--- config.mk ---
export PLATFORM = sky130hd
export DESIGN_NAME = uart_rx_frame_parser_flat
export DESIGN_NICKNAME = d
export VERILOG_FILES = /design/src/rtl/uart_rx_frame_parser_if.sv /design/src/rtl/uart_rx_frame_parser.sv /design/src/flat_wrapper.sv
export SDC_FILE = /design/constraint.sdc
export NUM_CORES = 1
export LEC_CHECK = 0
export CAP_MARGIN = 15
export CORE_ASPECT_RATIO = 1.4
export CORE_MARGIN = 5
export CORE_UTILIZATION = 60
export DETAILED_ROUTE_END_ITERATION = 8
export PLACE_DENSITY = 0.79
export RECOVER_POWER = 25
export SYNTH_ARGS = -nofsm -noshare
export SYNTH_HDL_FRONTEND = slang
export SYNTH_SLANG_ARGS = --single-unit
--- constraint.sdc ---
create_clock -name clk -period 10 [get_ports clk]
set_input_delay 3 -clock clk [delete_from_list [all_inputs] [get_ports clk]]
set_output_delay 3 -clock clk [all_outputs]
set_load 0.01 [all_outputs]
--- src/rtl/uart_rx_frame_parser_if.sv ---
// rtl/uart_rx_frame_parser_if.sv - byte stream in, held-frame readout and status out
interface uart_rx_frame_parser_if #(
  parameter int ADDR_W = 4
);
  logic [7:0]        rx_data;
  logic              rx_valid;
  logic [ADDR_W-1:0] rd_addr;
  logic [7:0]        rd_data;
  logic [7:0]        frame_len;
  logic              frame_valid;
  logic              frame_ack;
  logic              frame_error;
  logic [1:0]        err_code;
  logic              overrun;

  modport slave (
    input  rx_data, rx_valid, rd_addr, frame_ack,
    output rd_data, frame_len, frame_valid, frame_error, err_code, overrun
  );

  modport master (
    output rx_data, rx_valid, rd_addr, frame_ack,
    input  rd_data, frame_len, frame_valid, frame_error, err_code, overrun
  );
endinterface

--- src/rtl/uart_rx_frame_parser.sv ---
// rtl/uart_rx_frame_parser.sv - delineates HEADER/LEN/payload/CHK frames from a UART byte stream
// and holds a validated payload until the consumer acknowledges it.
module uart_rx_frame_parser #(
  parameter logic [7:0] HEADER  = 8'hAA,
  parameter int         MAX_LEN = 16,
  parameter int         ADDR_W  = 4,
  parameter int         TIMEOUT = 50000
) (
  input logic                  clk,
  input logic                  reset,
  uart_rx_frame_parser_if.slave bus
);

  localparam int         CNT_W     = $clog2(TIMEOUT + 1);
  localparam logic [7:0] MAX_LEN_B = 8'(MAX_LEN);

  typedef enum logic [2:0] {IDLE, LEN, PAYLOAD, CHECK, DONE} state_t;

  state_t           state, state_next;
  logic [7:0]       mem [2**ADDR_W];
  logic [7:0]       idx;
  logic [7:0]       cksum;
  logic [7:0]       len_q;
  logic [CNT_W-1:0] cnt;
  logic             err_q, ovr_q;
  logic [1:0]       code_q;
  logic             active, tout, load_len, wr_en;
  logic             err_set, ovr_set;
  logic [1:0]       err_val;

  assign active   = (state == LEN) || (state == PAYLOAD) || (state == CHECK);
  // A timeout wins over a byte arriving in the same cycle; that byte is lost.
  assign tout     = active && (cnt == CNT_W'(TIMEOUT));
  assign load_len = (state == LEN) && bus.rx_valid && !tout;
  assign wr_en    = (state == PAYLOAD) && bus.rx_valid && !tout;

  always_ff @(posedge clk or posedge reset) begin
    if (reset) state <= IDLE;
    else       state <= state_next;
  end

  always_comb begin
    state_next = state;
    err_set    = 1'b0;
    err_val    = 2'b00;
    ovr_set    = 1'b0;
    case (state)
      IDLE: begin
        if (bus.rx_valid && bus.rx_data == HEADER) state_next = LEN;
      end
      LEN: begin
        if (tout) begin
          state_next = IDLE; err_set = 1'b1; err_val = 2'b11;
        end else if (bus.rx_valid) begin
          if (bus.rx_data > MAX_LEN_B) begin
            state_next = IDLE; err_set = 1'b1; err_val = 2'b01;
          end else if (bus.rx_data == 8'd0) begin
            state_next = CHECK;
          end else begin
            state_next = PAYLOAD;
          end
        end
      end
      PAYLOAD: begin
        if (tout) begin
          state_next = IDLE; err_set = 1'b1; err_val = 2'b11;
        end else if (bus.rx_valid && idx == len_q - 8'd1) begin
          state_next = CHECK;
        end
      end
      CHECK: begin
        if (tout) begin
          state_next = IDLE; err_set = 1'b1; err_val = 2'b11;
        end else if (bus.rx_valid) begin
          if (bus.rx_data == cksum) begin
            state_next = DONE;
          end else begin
            state_next = IDLE; err_set = 1'b1; err_val = 2'b10;
          end
        end
      end
      DONE: begin
        // Bytes arriving while a frame is held are dropped, even alongside the ack.
        ovr_set = bus.rx_valid;
        if (bus.frame_ack) state_next = IDLE;
      end
      default: state_next = IDLE;
    endcase
  end

  always_ff @(posedge clk or posedge reset) begin
    if (reset) begin
      cnt    <= '0;
      idx    <= 8'd0;
      cksum  <= 8'd0;
      len_q  <= 8'd0;
      err_q  <= 1'b0;
      ovr_q  <= 1'b0;
      code_q <= 2'b00;
    end else begin
      if (!active || tout || bus.rx_valid) cnt <= '0;
      else                                 cnt <= cnt + 1'b1;
      if (load_len) begin
        cksum <= bus.rx_data;
        len_q <= bus.rx_data;
        idx   <= 8'd0;
      end else if (wr_en) begin
        cksum <= cksum ^ bus.rx_data;
        idx   <= idx + 8'd1;
      end
      err_q <= err_set;
      ovr_q <= ovr_set;
      if (err_set) code_q <= err_val;
    end
  end

  always_ff @(posedge clk) begin
    if (wr_en) mem[idx[ADDR_W-1:0]] <= bus.rx_data;
  end

  assign bus.rd_data     = mem[bus.rd_addr];
  assign bus.frame_len   = len_q;
  assign bus.frame_valid = (state == DONE);
  assign bus.frame_error = err_q;
  assign bus.err_code    = code_q;
  assign bus.overrun     = ovr_q;

endmodule

--- src/flat_wrapper.sv ---
// flat-port wrapper written by rule: the top's interface ports become plain ports
module uart_rx_frame_parser_flat 
#(
  parameter logic [7:0] HEADER  = 8'hAA,
  parameter int         MAX_LEN = 16,
  parameter int         ADDR_W  = 4,
  parameter int         TIMEOUT = 50000
)
  (clk, reset, bus_rx_data, bus_rx_valid, bus_rd_addr, bus_frame_ack, bus_rd_data, bus_frame_len, bus_frame_valid, bus_frame_error, bus_err_code, bus_overrun);
  uart_rx_frame_parser_if #(.ADDR_W(ADDR_W)) bus_i ();
  input logic clk;
  input logic reset;
  input wire logic [$bits(bus_i.rx_data)-1:0] bus_rx_data;
  input wire logic [$bits(bus_i.rx_valid)-1:0] bus_rx_valid;
  input wire logic [$bits(bus_i.rd_addr)-1:0] bus_rd_addr;
  input wire logic [$bits(bus_i.frame_ack)-1:0] bus_frame_ack;
  output wire logic [$bits(bus_i.rd_data)-1:0] bus_rd_data;
  output wire logic [$bits(bus_i.frame_len)-1:0] bus_frame_len;
  output wire logic [$bits(bus_i.frame_valid)-1:0] bus_frame_valid;
  output wire logic [$bits(bus_i.frame_error)-1:0] bus_frame_error;
  output wire logic [$bits(bus_i.err_code)-1:0] bus_err_code;
  output wire logic [$bits(bus_i.overrun)-1:0] bus_overrun;
  assign bus_i.rx_data = bus_rx_data;
  assign bus_i.rx_valid = bus_rx_valid;
  assign bus_i.rd_addr = bus_rd_addr;
  assign bus_i.frame_ack = bus_frame_ack;
  assign bus_rd_data = bus_i.rd_data;
  assign bus_frame_len = bus_i.frame_len;
  assign bus_frame_valid = bus_i.frame_valid;
  assign bus_frame_error = bus_i.frame_error;
  assign bus_err_code = bus_i.err_code;
  assign bus_overrun = bus_i.overrun;
  uart_rx_frame_parser #(.HEADER(HEADER), .MAX_LEN(MAX_LEN), .ADDR_W(ADDR_W), .TIMEOUT(TIMEOUT)) u_core (.clk(clk), .reset(reset), .bus(bus_i));
endmodule
==> results of run 1 <==
## kinds of logic (layout without fill, tap and decap cells)
family	after synthesis	in the layout	share of synthesized area [%]
DFF	175	175	66.4
and+or+nand+nor	151	151	10.3
muxes	43	43	12.3
AOI/OAI and AO/OA	42	42	3.39
xor gates and xnor gates	37	37	4.29
buffers and inverters	36	84	2.20
adders and majority gates	7	7	1.16
## final cells by class
type	count	area, um^2
Multi-Input combinational cell	280	2390
Fill cell	814	3720
Sequential cell	175	5020
Clock buffer	19	443
Timing Repair Buffer	41	398
Clock inverter	13	164
Inverter	11	41.3
Tap cell	150	188
## state kept, by name, summed over array words and instances (netlist names)
name / flops
u_core.idx: 8
u_core.bus.overrun: 1
u_core.state: 3
u_core.bus.frame_len: 8
u_core.cnt: 16
u_core.mem: 128
u_core.cksum: 8
u_core.bus.err_code: 2
u_core.bus.frame_error: 1
## where the power goes
group | internal (W) | switching, W | leakage [nW]
logic | 0.000146 | 0.000150 | 1.03
registers | 0.000824 | 0.0000561 | 1.78
clock network | 0.000400 | 0.000266 | 0.282
total | 0.00137 | 0.000472 | 3.09
## metrics by stage
| step | total power [W] | hold WS, ns | setup slack [ns] | instances |
|---|---|---|---|---|
| final | 0.00184 | 0.502 | 1.73 | 689 |
| after CTS | 0.00185 | 0.491 | 1.47 | 687 |
| after global placement | 0.00117 | 0.464 | 1.54 | 655 |
| after detailed placement | 0.00119 | 0.482 | 1.48 | 655 |
| after global routing | 0.00193 | 0.516 | 1.62 | 689 |
| after floorplan | 0.00108 | 0.446 | 2.46 | 491 |
## placed cells by master (no fill, tap or decap), types with 17 or more instances in the layout
cell,instances
mux4_2,40
edfxtp_1,128
nand2_1,41
clkbuf_16,17
and3_1,20
xor2_1,19
clkdlybuf4s50_1,28
xnor2_1,18
a21oi_1,17
dfrtp_1,47
nor2_1,37
## worst max path at each step
stage	slack, ns	cells past startpoint	end
after global placement	1.54	4	bus_rd_data[3]
after detailed placement	1.48	4	bus_rd_data[3]
after floorplan	2.46	4	bus_rd_data[0]
after CTS	1.47	4	bus_rd_data[5]
after global routing	1.62	5	bus_rd_data[0]
final	1.73	5	bus_rd_data[0]
## layer usage
layer | share of wire [%] | GRT usage [%]
met5 | 0 | 0
met4 | 2.3 | 7.88
met1 | 39 | 28.8
met3 | 4.9 | 4.79
met2 | 54 | 39.0
==> flow_metrics.py, run 1 <==
metrics = {
    "outcome": {
        "outcome": "complete, no violations",
    },
    "place": {
        "io_buffers": 36,
        "place.gp.congestion": 0.843,
        "hpwl_mm": 10.1,
        "dpl_cell_area_um2": 8020,
    },
    "worst_hold_path": {
        "hold_depth": 1,
        "hp-start": "u_core.cnt[0]$_DFF_PP0_",
        "hold_path_end": "u_core.cnt[0]$_DFF_PP0_",
        "hp-class": "reg2reg",
    },
    "clock_network": {
        "postCtsHoldBufs": 0,
        "cts_root_buf": "clkbuf_16",
        "tritoncts": "built",
        "numCtsBuffers": 17,
        "cts_sinks": 175,
        "cts_resized": 0,
        "clk_latency_ns": 0.42,
        "clk_pin_slew_ns": 0.06,
        "postCtsSetupBuffers": 0,
        "htreeDepth": 4,
        "cts.path.max_buffers": 2,
    },
    "critical_path": {
        "r2r_end": "u_core.mem[0][7]$_DFFE_PP_",
        "crit_path_top_delay_cell": "clkdlybuf4s50_1",
        "critical_path_required_ns": 7.00,
        "critical_path_class": "in2out",
        "cp_max_fo": 32,
        "r2r_cells": 7,
        "timing.critical_path.buf_inv": 3,
        "end_kind": "output pin",
        "crit_family": "buffers and inverters",
        "arrival_ns": 5.27,
        "rr_startpoint": "u_core.cnt[0]$_DFF_PP0_",
        "startpoint_type": "input pin",
        "crit_chain": "clkdlybuf4s50_1 > buf_4 > mux4_2 > mux4_2 > clkdlybuf4s50_1",
        "cp-startpoint": "bus_rd_addr[1]",
        "worst-r2r-setup-slack_ns": 6.82,
        "critPathMaxStageDelay_ns": 0.50,
    },
    "logic_synthesis": {
        "ys_seq_area_share_pct": 66.4,
        "synth_top_area_cell": "edfxtp_1",
        "synth-edff-count": 128,
        "ys_warn_count": 0,
        "syn_area_per_cell_um2": 15.4,
        "synth_cells": 491,
        "syn-cell-area_um2": 7560,
        "ys.flop_type": "edfxtp_1",
        "synthArstFlopShare_pct": 26.9,
        "yosysTopAreaCellShare_pct": 50.8,
        "synth_common_cells": "edfxtp_1, dfrtp_1, nand2_1, mux4_2, nor2_1",
        "synthMostInstantiatedCell": "edfxtp_1",
        "synth_area_leaders": "edfxtp_1, dfrtp_1, mux4_2",
        "synth_cell_types": 50,
        "synth_seq_cells": 175,
        "synthesis.nets": 514,
    },
    "route": {
        "drt_first_pass_iters": 5,
        "routed_wl_mm": 15.8,
        "ant_nets": 0,
        "vias": 4325,
        "drc": 0,
        "wl_per_cell_um": 22.9,
        "viasPerCell": 6.28,
        "drtIter0Drc": 278,
    },
    "cells_and_area": {
        "drive_gt1_share_pct": 16.1,
        "postLayoutCoreUtil_pct": 69.9,
        "fin_area_um2": 8650,
        "fin_nets": 549,
        "n_antenna_cell": 0,
        "syn_to_final_growth_pct": 14.4,
    },
    "sta": {
        "layout_min_cycle_time_ns": 8.27,
        "tightest_slew_ns": 1.07,
        "tns_ns": 0,
        "skew_ns": 0.0143,
        "maxSlewViolCount": 0,
        "rsz0062_at_grt": "false",
        "setup_violations": 0,
        "fin_crit_sh_pct": 82.7,
        "hold_viol": 0,
        "slew_headroom_pct": 28.4,
        "timing.fmax_mhz": 121,
    },
    "floorplan": {
        "start_util_pct": 61.1,
        "dieArea_um2": 15000,
        "die_w_um": 105,
        "placementRows": 48,
        "pin_count": 37,
        "fp.dieH_um": 143,
        "core-area_um2": 12400,
    },
    "global_route": {
        "gr-total-overflow": 0,
        "grt_pass1_wl_mm": 25.4,
        "track_usage_pct": 22.7,
        "grt_pass1_vias": 4461,
        "antenna_found_initial": 0,
        "grt_max_degree": 48,
    },
    "pwr": {
        "leakage_nw": 3.09,
        "power.density_nw_per_um2": 213,
        "max-vdd-ir-drop_uv": 170,
    },
    "flow_run": {
        "maxCapViolCount": 0,
    },
}
Power figures use the tool's default switching activity.
==> run 2: changes to the inputs <==
- clock period: 10 -> 8 ns (I/O delays scaled with it)
==> flow_metrics.py, run 2 (synthesis results as in run 1) <==
metrics = {
    "outcome": {
        "outcome": "complete, but fails checks",
        "violations": "capacitance limit, slew limit",
    },
    "floorplan": {
        "start_util_pct": 61.1,
        "pin_count": 37,
        "placementRows": 48,
        "die_w_um": 105,
        "dieArea_um2": 15000,
        "fp.dieH_um": 143,
        "core-area_um2": 12400,
    },
    "critical_path": {
        "startpoint_type": "input pin",
        "crit_chain": "clkdlybuf4s50_1 > buf_4 > mux4_2 > mux4_2 > clkdlybuf4s50_1",
        "crit_path_top_delay_cell": "mux4_2",
        "critical_path_required_ns": 5.60,
        "worstSetupEndpoint": "bus_rd_data[7]",
        "rr_startpoint": "u_core.cnt[0]$_DFF_PP0_",
        "crit_family": "buffers and inverters",
        "cp-startpoint": "bus_rd_addr[1]",
        "timing.critical_path.buf_inv": 3,
        "cp_max_fo": 32,
        "worst-r2r-setup-slack_ns": 4.82,
        "critical_path_class": "in2out",
        "r2r_end": "u_core.mem[2][2]$_DFFE_PP_",
        "critPathMaxStageDelay_ns": 0.51,
        "end_kind": "output pin",
        "arrival_ns": 4.64,
        "r2r_cells": 7,
        "cp.depth": 5,
    },
    "sta": {
        "maxSlewViolCount": 48,
        "tns_ns": 0,
        "slew_headroom_pct": -19.3,
        "skew_ns": 0.0126,
        "fin_hold_ws_ns": 0.495,
        "setup_violations": 0,
        "layout_min_cycle_time_ns": 7.04,
        "rsz0062_at_grt": "false",
        "tightest_slew_ns": 1.79,
        "fin_crit_sh_pct": 88.1,
        "hold_viol": 0,
        "timing.fmax_mhz": 142,
    },
    "pwr": {
        "finalPower_w": 0.00224,
        "max-vdd-ir-drop_uv": 212,
        "leakage_nw": 3.09,
        "power.density_nw_per_um2": 260,
    },
    "global_route": {
        "grt_max_degree": 48,
        "grt_pass1_vias": 4503,
        "gr-total-overflow": 0,
        "track_usage_pct": 22.7,
        "antenna_found_initial": 0,
        "grt_pass1_wl_mm": 25.3,
    },
    "clock_network": {
        "htreeDepth": 4,
        "postCtsHoldBufs": 0,
        "cts_root_buf": "clkbuf_16",
        "cts_resized": 0,
        "clk_pin_slew_ns": 0.07,
        "numCtsBuffers": 17,
        "clk_latency_ns": 0.43,
        "postCtsSetupBuffers": 0,
        "tritoncts": "built",
        "cts_sinks": 175,
        "cts.path.max_buffers": 2,
    },
    "place": {
        "place.gp.congestion": 0.863,
        "hpwl_mm": 10.4,
        "io_buffers": 36,
    },
    "cells_and_area": {
        "drive_gt1_share_pct": 15.9,
        "n_antenna_cell": 0,
        "largest_reg_flops": 128,
        "syn_to_final_growth_pct": 13.9,
        "final_cell_mix": "edfxtp_1, dfrtp_1, nand2_1",
        "final_common_cell": "edfxtp_1",
        "fin_nets": 552,
    },
    "route": {
        "routed_wl_mm": 15.9,
        "ant_nets": 0,
        "drc": 0,
        "viasPerCell": 6.30,
        "drtIter0Drc": 372,
        "wl_per_cell_um": 23.0,
        "drt_first_pass_iters": 7,
        "vias": 4359,
    },
    "flow_run": {
        "maxCapViolCount": 1,
    },
    "worst_hold_path": {
        "hp-class": "reg2reg",
    },
}
## run 2: changes by cell type in the layout (fill, tap and decap cells not counted), sizes merged
cell           change
buf                +4
clkdlybuf4s50      +1
inv                +4
clkbuf             -2
dlygate4sd3        -1
bufinv             -3
## run 2: routing by layer
layer	GRT usage (%)	wire [um]	share of wire, %	vias up
met1	27.4	5950	37	2217
met2	39.9	8630	54	162
li1	-	-	-	1949
met3	6.02	918	5.8	31
met4	7.41	416	2.6	0
met5	0	0	0	-
## run 2: final cells by class
cell class	count	area [um^2]
sequential	175	5020
clock buffer	18	429
multi-input combinational	280	2370
tap	150	188
timing repair buffer	44	424
clock inverter	14	131
fill	837	3760
inverter	11	41.3
## run 2: per-stage QoR
stage | std cells | instance area [um^2] | utilization [%] | setup slack [ns]
final | 692 | 8610 | 69.6 | 0.955
after global routing | 692 | 8610 | 69.6 | 0.895
after CTS | 691 | 8600 | 69.5 | 0.954
after detailed placement | 659 | 8040 | 65.0 | 0.952
after global placement | 659 | 8040 | 65.0 | 0.966
after floorplan | 491 | 7560 | - | 1.66
## run 2: worst min-delay path by stage
stage / from / to / slack (ns) / cells after the start
after global routing: u_core.cnt[0]$_DFF_PP0_ / u_core.cnt[0]$_DFF_PP0_ / 0.51 / 1
after global placement: u_core.cnt[0]$_DFF_PP0_ / u_core.cnt[0]$_DFF_PP0_ / 0.46 / 1
after CTS: u_core.cnt[0]$_DFF_PP0_ / u_core.cnt[0]$_DFF_PP0_ / 0.49 / 1
after detailed placement: u_core.cnt[0]$_DFF_PP0_ / u_core.cnt[0]$_DFF_PP0_ / 0.48 / 1
final: u_core.cnt[0]$_DFF_PP0_ / u_core.cnt[0]$_DFF_PP0_ / 0.49 / 1
after floorplan: u_core.cnt[0]$_DFF_PP0_ / u_core.cnt[0]$_DFF_PP0_ / 0.45 / 1
## run 2: worst register-to-register path: cells and delay by family (launching register included)
family,cells,cell delay (ns)
buffers and inverters,1,0.06
flip-flops,1,0.39
adder cells (fa/ha/maj),1,0.19
AND/OR/NAND/NOR,5,2.17
## run 2: power breakdown
group | switching, W | total [W] | internal [W]
Combinational | 0.000186 | 0.000367 | 0.000182
Clock | 0.000363 | 0.000771 | 0.000409
Sequential | 0.0000702 | 0.00110 | 0.00103
